==> src/rtl/axi_write_arbiter.sv <==
// rtl/axi_write_arbiter.sv - round-robin arbiter sharing one AXI AW+W slave port; define AXI_WARB_WLAST_GEN_EN to regenerate s_wlast from the beat count
module axi_write_arbiter #(
    parameter int NUM_M    = 2,
    parameter int ADDR_W   = 32,
    parameter int DATA_W   = 32,
    parameter int WSTRB_W  = DATA_W / 8,
    parameter int AWLEN_W  = 8,
    parameter int AWSIZE_W = 3,
    parameter int ID_W     = (NUM_M > 1) ? $clog2(NUM_M) : 1
) (
    input  logic                        clk,
    input  logic                        rst,
    input  logic [NUM_M-1:0]            m_awvalid,
    output logic [NUM_M-1:0]            m_awready,
    input  logic [NUM_M*ADDR_W-1:0]     m_awaddr,
    input  logic [NUM_M*AWLEN_W-1:0]    m_awlen,
    input  logic [NUM_M*AWSIZE_W-1:0]   m_awsize,
    input  logic [NUM_M-1:0]            m_wvalid,
    output logic [NUM_M-1:0]            m_wready,
    input  logic [NUM_M*DATA_W-1:0]     m_wdata,
    input  logic [NUM_M*WSTRB_W-1:0]    m_wstrb,
    input  logic [NUM_M-1:0]            m_wlast,
    output logic                        s_awvalid,
    input  logic                        s_awready,
    output logic [ADDR_W-1:0]           s_awaddr,
    output logic [AWLEN_W-1:0]          s_awlen,
    output logic [AWSIZE_W-1:0]         s_awsize,
    output logic                        s_wvalid,
    input  logic                        s_wready,
    output logic [DATA_W-1:0]           s_wdata,
    output logic [WSTRB_W-1:0]          s_wstrb,
    output logic                        s_wlast,
    output logic [ID_W-1:0]             grant_id,
    output logic                        busy,
    output logic                        wlast_err
);

    typedef enum logic [1:0] {
        S_IDLE = 2'd0,
        S_AW   = 2'd1,
        S_W    = 2'd2
    } state_t;

    state_t              state;
    state_t              state_nxt;
    logic [ID_W-1:0]     rr_ptr;
    logic [ID_W-1:0]     pick;
    logic                pick_vld;
    logic [AWLEN_W-1:0]  beat_cnt;
    logic                aw_hs;
    logic                w_hs;
    logic                last_beat;
    int                  g_idx;

    function automatic logic [ID_W-1:0] rr_idx(input logic [ID_W-1:0] base, input int k);
        int s;
        s = (int'(base) + 1 + k) % NUM_M;
        return ID_W'(s);
    endfunction

    // Search starts just after the previous owner so every requester is reached within NUM_M grants.
    always_comb begin
        pick     = '0;
        pick_vld = 1'b0;
        for (int k = 0; k < NUM_M; k++) begin
            if (!pick_vld && m_awvalid[rr_idx(rr_ptr, k)]) begin
                pick_vld = 1'b1;
                pick     = rr_idx(rr_ptr, k);
            end
        end
    end

    assign g_idx     = int'(grant_id);
    assign aw_hs     = (state == S_AW) && s_awready;
    assign w_hs      = (state == S_W) && m_wvalid[grant_id] && s_wready;
    assign last_beat = (beat_cnt == '0);

    always_ff @(posedge clk) begin
        if (rst) begin
            state <= S_IDLE;
        end else begin
            state <= state_nxt;
        end
    end

    always_comb begin
        state_nxt = state;
        case (state)
            S_IDLE:  if (pick_vld) state_nxt = S_AW;
            S_AW:    if (aw_hs) state_nxt = S_W;
            S_W:     if (w_hs && last_beat) state_nxt = S_IDLE;
            default: state_nxt = S_IDLE;
        endcase
    end

    always_ff @(posedge clk) begin
        if (rst) begin
            rr_ptr    <= ID_W'(NUM_M - 1);
            grant_id  <= '0;
            beat_cnt  <= '0;
            wlast_err <= 1'b0;
        end else begin
            if (state == S_IDLE && pick_vld) begin
                grant_id <= pick;
            end
            if (aw_hs) begin
                beat_cnt <= m_awlen[g_idx*AWLEN_W +: AWLEN_W];
            end else if (w_hs && !last_beat) begin
                beat_cnt <= beat_cnt - AWLEN_W'(1);
            end
            if (w_hs && last_beat) begin
                rr_ptr <= grant_id;
            end
            wlast_err <= w_hs && (m_wlast[grant_id] != last_beat);
        end
    end

    always_comb begin
        m_awready = '0;
        m_wready  = '0;
        s_awvalid = 1'b0;
        s_awaddr  = '0;
        s_awlen   = '0;
        s_awsize  = '0;
        s_wvalid  = 1'b0;
        s_wdata   = '0;
        s_wstrb   = '0;
        s_wlast   = 1'b0;
        busy      = (state != S_IDLE);
        case (state)
            S_AW: begin
                s_awvalid           = 1'b1;
                s_awaddr            = m_awaddr[g_idx*ADDR_W +: ADDR_W];
                s_awlen             = m_awlen[g_idx*AWLEN_W +: AWLEN_W];
                s_awsize            = m_awsize[g_idx*AWSIZE_W +: AWSIZE_W];
                m_awready[grant_id] = s_awready;
            end
            S_W: begin
                s_wvalid           = m_wvalid[grant_id];
                s_wdata            = m_wdata[g_idx*DATA_W +: DATA_W];
                s_wstrb            = m_wstrb[g_idx*WSTRB_W +: WSTRB_W];
                m_wready[grant_id] = s_wready;
`ifdef AXI_WARB_WLAST_GEN_EN
                s_wlast            = last_beat;
`else
                s_wlast            = m_wlast[grant_id];
`endif
            end
            default: ;
        endcase
    end

endmodule

==> config.mk <==
export PLATFORM = sky130hd
export DESIGN_NAME = axi_write_arbiter
export DESIGN_NICKNAME = d
export VERILOG_FILES = /design/src/rtl/axi_write_arbiter.sv
export SDC_FILE = /design/constraint.sdc
export NUM_CORES = 1
export LEC_CHECK = 0
export ABC_CLOCK_PERIOD_IN_PS = 2700
export CAP_MARGIN = 25
export CORE_AREA = 2 2 99 101
export DETAILED_ROUTE_END_ITERATION = 16
export DIE_AREA = 0 0 101 103
export PLACE_DENSITY = 0.71
export SYNTH_ARGS = -nofsm -noshare
export SYNTH_HDL_FRONTEND = slang
export SYNTH_SLANG_ARGS = --single-unit
==> constraint.sdc <==
create_clock -name clk -period 2.7 [get_ports clk]
set_clock_uncertainty 0.15 [all_clocks]
set_input_delay 0.405 -clock clk [delete_from_list [all_inputs] [get_ports clk]]
set_output_delay 0.405 -clock clk [all_outputs]
set_load 0.02 [all_outputs]
Yosys cells after proc, flatten, opt, wreduce, memory -nomap -nowiden

Index checks and enable logic that the tools add are counted.
W data, S select, Z words.

Register bits: 13
Input bits: 168

$add $sub $neg: 3
$mul: 1
Order comparisons: 4
Equality and inequality tests: 6
Shifts and indexed selects: 5
Muxes and demuxes: 30
Bitwise logic cells: 2
Reduce and logical (&&, ||, !) cells: 16

Operators with widths:

| cell                  | number |
|---|---|
| $shiftx A64 B7 Y32    | 2 |
| $mux W32              | 2 |
| $mux W8               | 3 |
| $mux W1               | 16 |
| $shiftx A16 B5 Y8     | 1 |
| $mux W2               | 5 |
| $logic_and A1 B1 Y1   | 9 |
| $logic_not A8 Y1      | 1 |
| $shiftx A8 B4 Y4      | 1 |
| $sub A8 B1 Y8 const B | 1 |
| $lt A1 B2 Y1 const B  | 3 |
| $pmux W2 S3           | 1 |
| $shiftx A6 B4 Y3      | 1 |
| $and A2 B2 Y2         | 2 |
| $mux W4               | 1 |
| $ne A2 B2 Y1 const B  | 2 |
| $reduce_bool A2 Y1    | 2 |
| $mul A1 B2 Y3 const B | 1 |
| $mux W3               | 1 |
| $reduce_and A3 Y1     | 1 |
| $add A1 B1 Y1 const B | 2 |
| $eq A2 B1 Y1 const B  | 1 |
| $eq A2 B2 Y1 const B  | 1 |
| $logic_not A1 Y1      | 2 |
| 5 further kinds       | 5 |

Depth between registers and ports, before layout

Depth in word-level cells: 9
Gate-level depth with buffers: 7
Mapped depth without buffers: 6

Worst setup path before layout

Ideal clock, no wire load.

Path kind: register to output
Start point: reg grant_id
End point: out s_awaddr[0]
Data arrival time: 1,499 ps
Path slack: 646 ps
Cell stages (with the launch flop): 6
Buffers on the path: 3
Cell sequence: dfxtp_1 -> buf_6 -> buf_2 -> buf_2 -> mux2i_1 -> nor2_1

Longest elaborated chain between the ends: 2

RTL lines:

| item                   | RTL line | source |
|---|---|---|
| from (decl)            | 33       | `output logic [ID_W-1:0] grant_id,` |
| from (signal assigned) | 104      | `grant_id <= pick;` |
| $shiftx A64 B7 Y32     | 133      | `s_awaddr = m_awaddr[g_idx*ADDR_W +: ADDR_W];` |
| $mux W32               | 130      | `case (state)` |
| to (decl)              | 25       | `output logic [ADDR_W-1:0] s_awaddr,` |

No other way between the ends.

Worst setup path after layout

Start point: reg grant_id
End point: out s_awaddr[2]

Same word-level chain as after synthesis.

==> flow_summary_export.csv <==
group,metric,value,unit
cells_and_area,antenna_cells,0,
routing,post_drt_via_cell_ratio,4.71,
pwr,leakagePower,1.79,nW
global_route,grt_max_degree,40,
sta,setup_viol,0,
synthesis,synth-main-ff-cell,"dfxtp_1",
pwr,swShare,37.2,%
synthesis,synth_top_family_by_area,"multiplexers",
synthesis,synth_cells,277,
global_route,antenna_found_initial,0,
place,place_ws,0.199,ns
worst_setup_path,cp-end-kind,"primary output",
synthesis,ys_seq_area_share,12.5,%
worst_setup_path,crit_arrival,2.01,ns
clock_network,cts_tree,"yes",
pwr,cellPowerDensity,271,nW/um2
routing,wl,10500,um
synthesis,synthTopCellsByCount,"nor2_1 (91), mux2i_1 (82), dfxtp_1 (13), buf_2 (9)",
clock_network,cts_buffers,3,
sta,worst_slack,0.131,ns
sta,max_freq,389,MHz
min_path,hp-class,"reg2reg",
pwr,p_comb_share,68.7,%
floorplan,placementRows,36,
cells_and_area,nets,699,
sta,setup-tns-final,0,ns
floorplan,die_area,10400,um2
sta,whs,0.400,ns
worst_setup_path,startpoint_type,"register",
global_route,grt_overflow,0,
clock_network,path_clk_slew,0.05,ns
pwr,p_int,0.000831,W
synthesis,synth_compound_area_share,9.31,%
sta,hold_viol,0,
place,dp_hpwl,8880,um
synthesis,synth_edf_count,0,
synthesis,ys_ff_latch,13,
synthesis,yosys_warnings,0,
sta,grt_setup_unrepaired,"no",
synthesis,netlist_area,2080,um2
cells_and_area,drive_gt1_share,6.06,%
worst_setup_path,required,2.14,ns
clock_network,cts_setup_buffers,0,
clock_network,holdBufCountCts,0,
routing,antenna_left,0,
clock_network,cts.repair.resized,0,
floorplan,initial_utilization,22.0,%
synthesis,synth_largest_area_cell,"mux2i_1",
clock_network,clockRootBuffer,"clkbuf_8",
worst_setup_path,startpoint,"grant_id",
place,globalplace.congestion,0.927,
place,io_buffers,256,
worst_setup_path,r2r-start,"beat_cnt[0]",
synthesis,synth-xor-area-share,1.26,%
routing,wire_per_inst,16.4,um
worst_setup_path,reg2reg_depth,6,
pwr,finalPower,0.00132,W
synthesis,syn_avg_cell_area,7.52,um2
pwr,ir_worst_vdd,0.000192,V
clock_network,clkSinkCount,13,
synthesis,synth.net_count,447,
worst_setup_path,setup.worst_path.end,"s_awaddr[2]",
worst_setup_path,path_class,"reg2out",
pwr,power_frac_clock,13.7,%
synthesis,netlist.area_leader.share,39.4,%
sta,fin_crit,2.57,ns
global_route,grt_pass1_vias,2970,
flow_run,maxCapViolCount,0,
synthesis,synth-simple-area-share,29.2,%
synthesis,synth_mux_area_share,40.0,%
clock_network,worstSkewPairLatency,0.25,ns
routing,first_pass_iters,4,
routing,vias,3024,
pwr,p_sw,0.000493,W
pwr,p_seq_share,17.6,%
global_route,grtUsageTotal,18.7,%
synthesis,yosys.area_share.adder,1.20,%
worst_setup_path,reg2reg_slack,0.70,ns
routing,drt_iter0_drc,53,
synthesis,yosys-top-cells-area,"mux2i_1 (39%), nor2_1 (16%), dfxtp_1 (13%)",
floorplan,die_h,103,um
clock_network,htree_num_levels,1,
synthesis,synth_cell_type_count,49,
clock_network,cts_buffer_depth,2,
run_status,status,"finished, final reports clean",
worst_setup_path,worstPathMaxFanout,17,
sta,relSlewSlack,68.5,%
routing,drcViolationCount,0,
sta,drv_slew,0,
cells_and_area,syn_to_final_growth,134,%
floorplan,die_x,101,um
floorplan,ioPinCount,257,
floorplan,core-area,9460,um2
global_route,grt_pass1_wl,15400,um
worst_setup_path,r2r-end,"beat_cnt[0]",
sta,tightest_slew,0.469,ns
synthesis,synth_most_common_cell,"nor2_1",
synthesis,async_flop_share,0,%
sta,fin_crit_sh,95.1,%
## logic make-up (layout without fill, tap and decap cells)
family          count (synthesis)  in the layout
buf+inv                        27            278
flops                          13             13
simple gates                  126            126
compound gates                 23             23
xor+xnor                        3              3
mux                            83             83
fa+ha+maj                       2              2
## power by group through the flow
stage	combinational, W	clock [W]	sequential (W)
after global routing	0.000971	0.000194	0.000237
after global placement	0.000903	0	0.000235
final	0.000909	0.000182	0.000233
after detailed placement	0.000913	0	0.000237
after CTS	0.000918	0.000184	0.000233
after floorplan	0.000425	0	0.000229
## cell type report
type	count	area [um2]
Tap cell	114	143
Fill cell	883	4580
Multi-Input combinational cell	237	1690
Inverter	5	18.8
Clock buffer	4	45.0
Sequential cell	13	264
Timing Repair Buffer	269	2720
## worst min-delay path by stage
stage                            from          end  slack [ns]  depth (start not counted)
after floorplan                   rst     state[0]        0.35                          1
after global placement    beat_cnt[0]  beat_cnt[0]        0.39                          1
after detailed placement       rr_ptr     grant_id        0.39                          3
after CTS                 beat_cnt[0]  beat_cnt[0]        0.41                          1
after global routing      beat_cnt[0]  beat_cnt[0]        0.45                          1
final                     beat_cnt[0]  beat_cnt[0]        0.40                          1
## placed cells by master, fill, tap and decap left out, drive strengths merged
cell	netlist	layout
a2111oi	3	3
a211o	2	2
a211oi	1	1
a21bo	1	1
a21boi	1	1
a21o	3	3
a21oi	6	6
a311o	1	1
a31oi	1	1
a32oi	1	1
and2	2	2
and3	4	4
and3b	1	1
and4b	1	1
buf	13	14
clkbuf	8	4
clkdlybuf4s50	0	255
dfxtp	13	13
ha	2	2
inv	5	5
mux2	1	1
mux2i	82	82
nand2	3	3
nand2b	3	3
nand3	1	1
nand3b	2	2
nand4	2	2
nor2	93	93
nor3	8	8
nor3b	1	1
nor4	2	2
nor4b	1	1
o2111ai	2	2
o311a	1	1
or3	1	1
or4b	1	1
xnor2	1	1
xor2	2	2
## sequential cells by signal, indices dropped and copies added (netlist names)
register / flops
wlast_err: 1
beat_cnt: 8
state: 2
grant_id: 1
rr_ptr: 1
## metrics by stage
step / util (%) / instance area, um2 / instances
6_report: 51.6 / 4880 / 642
5_1_grt: 51.6 / 4880 / 642
4_1_cts: 51.6 / 4880 / 642
3_5_place_dp: 51.1 / 4830 / 638
3_3_place_gp: 51.1 / 4830 / 638
2_1_floorplan: - / 2080 / 277
## metal layers
| layer | vias to the layer above | track usage [%] | share of wire, % |
|---|---|---|---|
| li1 | 1473 | - | - |
| met1 | 1360 | 21.2 | 39 |
| met2 | 168 | 34.8 | 49 |
| met3 | 23 | 4.54 | 9.4 |
| met4 | 0 | 5.51 | 3.0 |
| met5 | - | 0 | 0 |
## critical path: stages (launching register included)
cell	delay, ns
dfxtp_4	0.49
buf_12	0.21
buf_12	0.16
mux2i_1	0.28
nor2_1	0.06
clkdlybuf4s50_1	0.54
(Power assumes the default switching activity.)
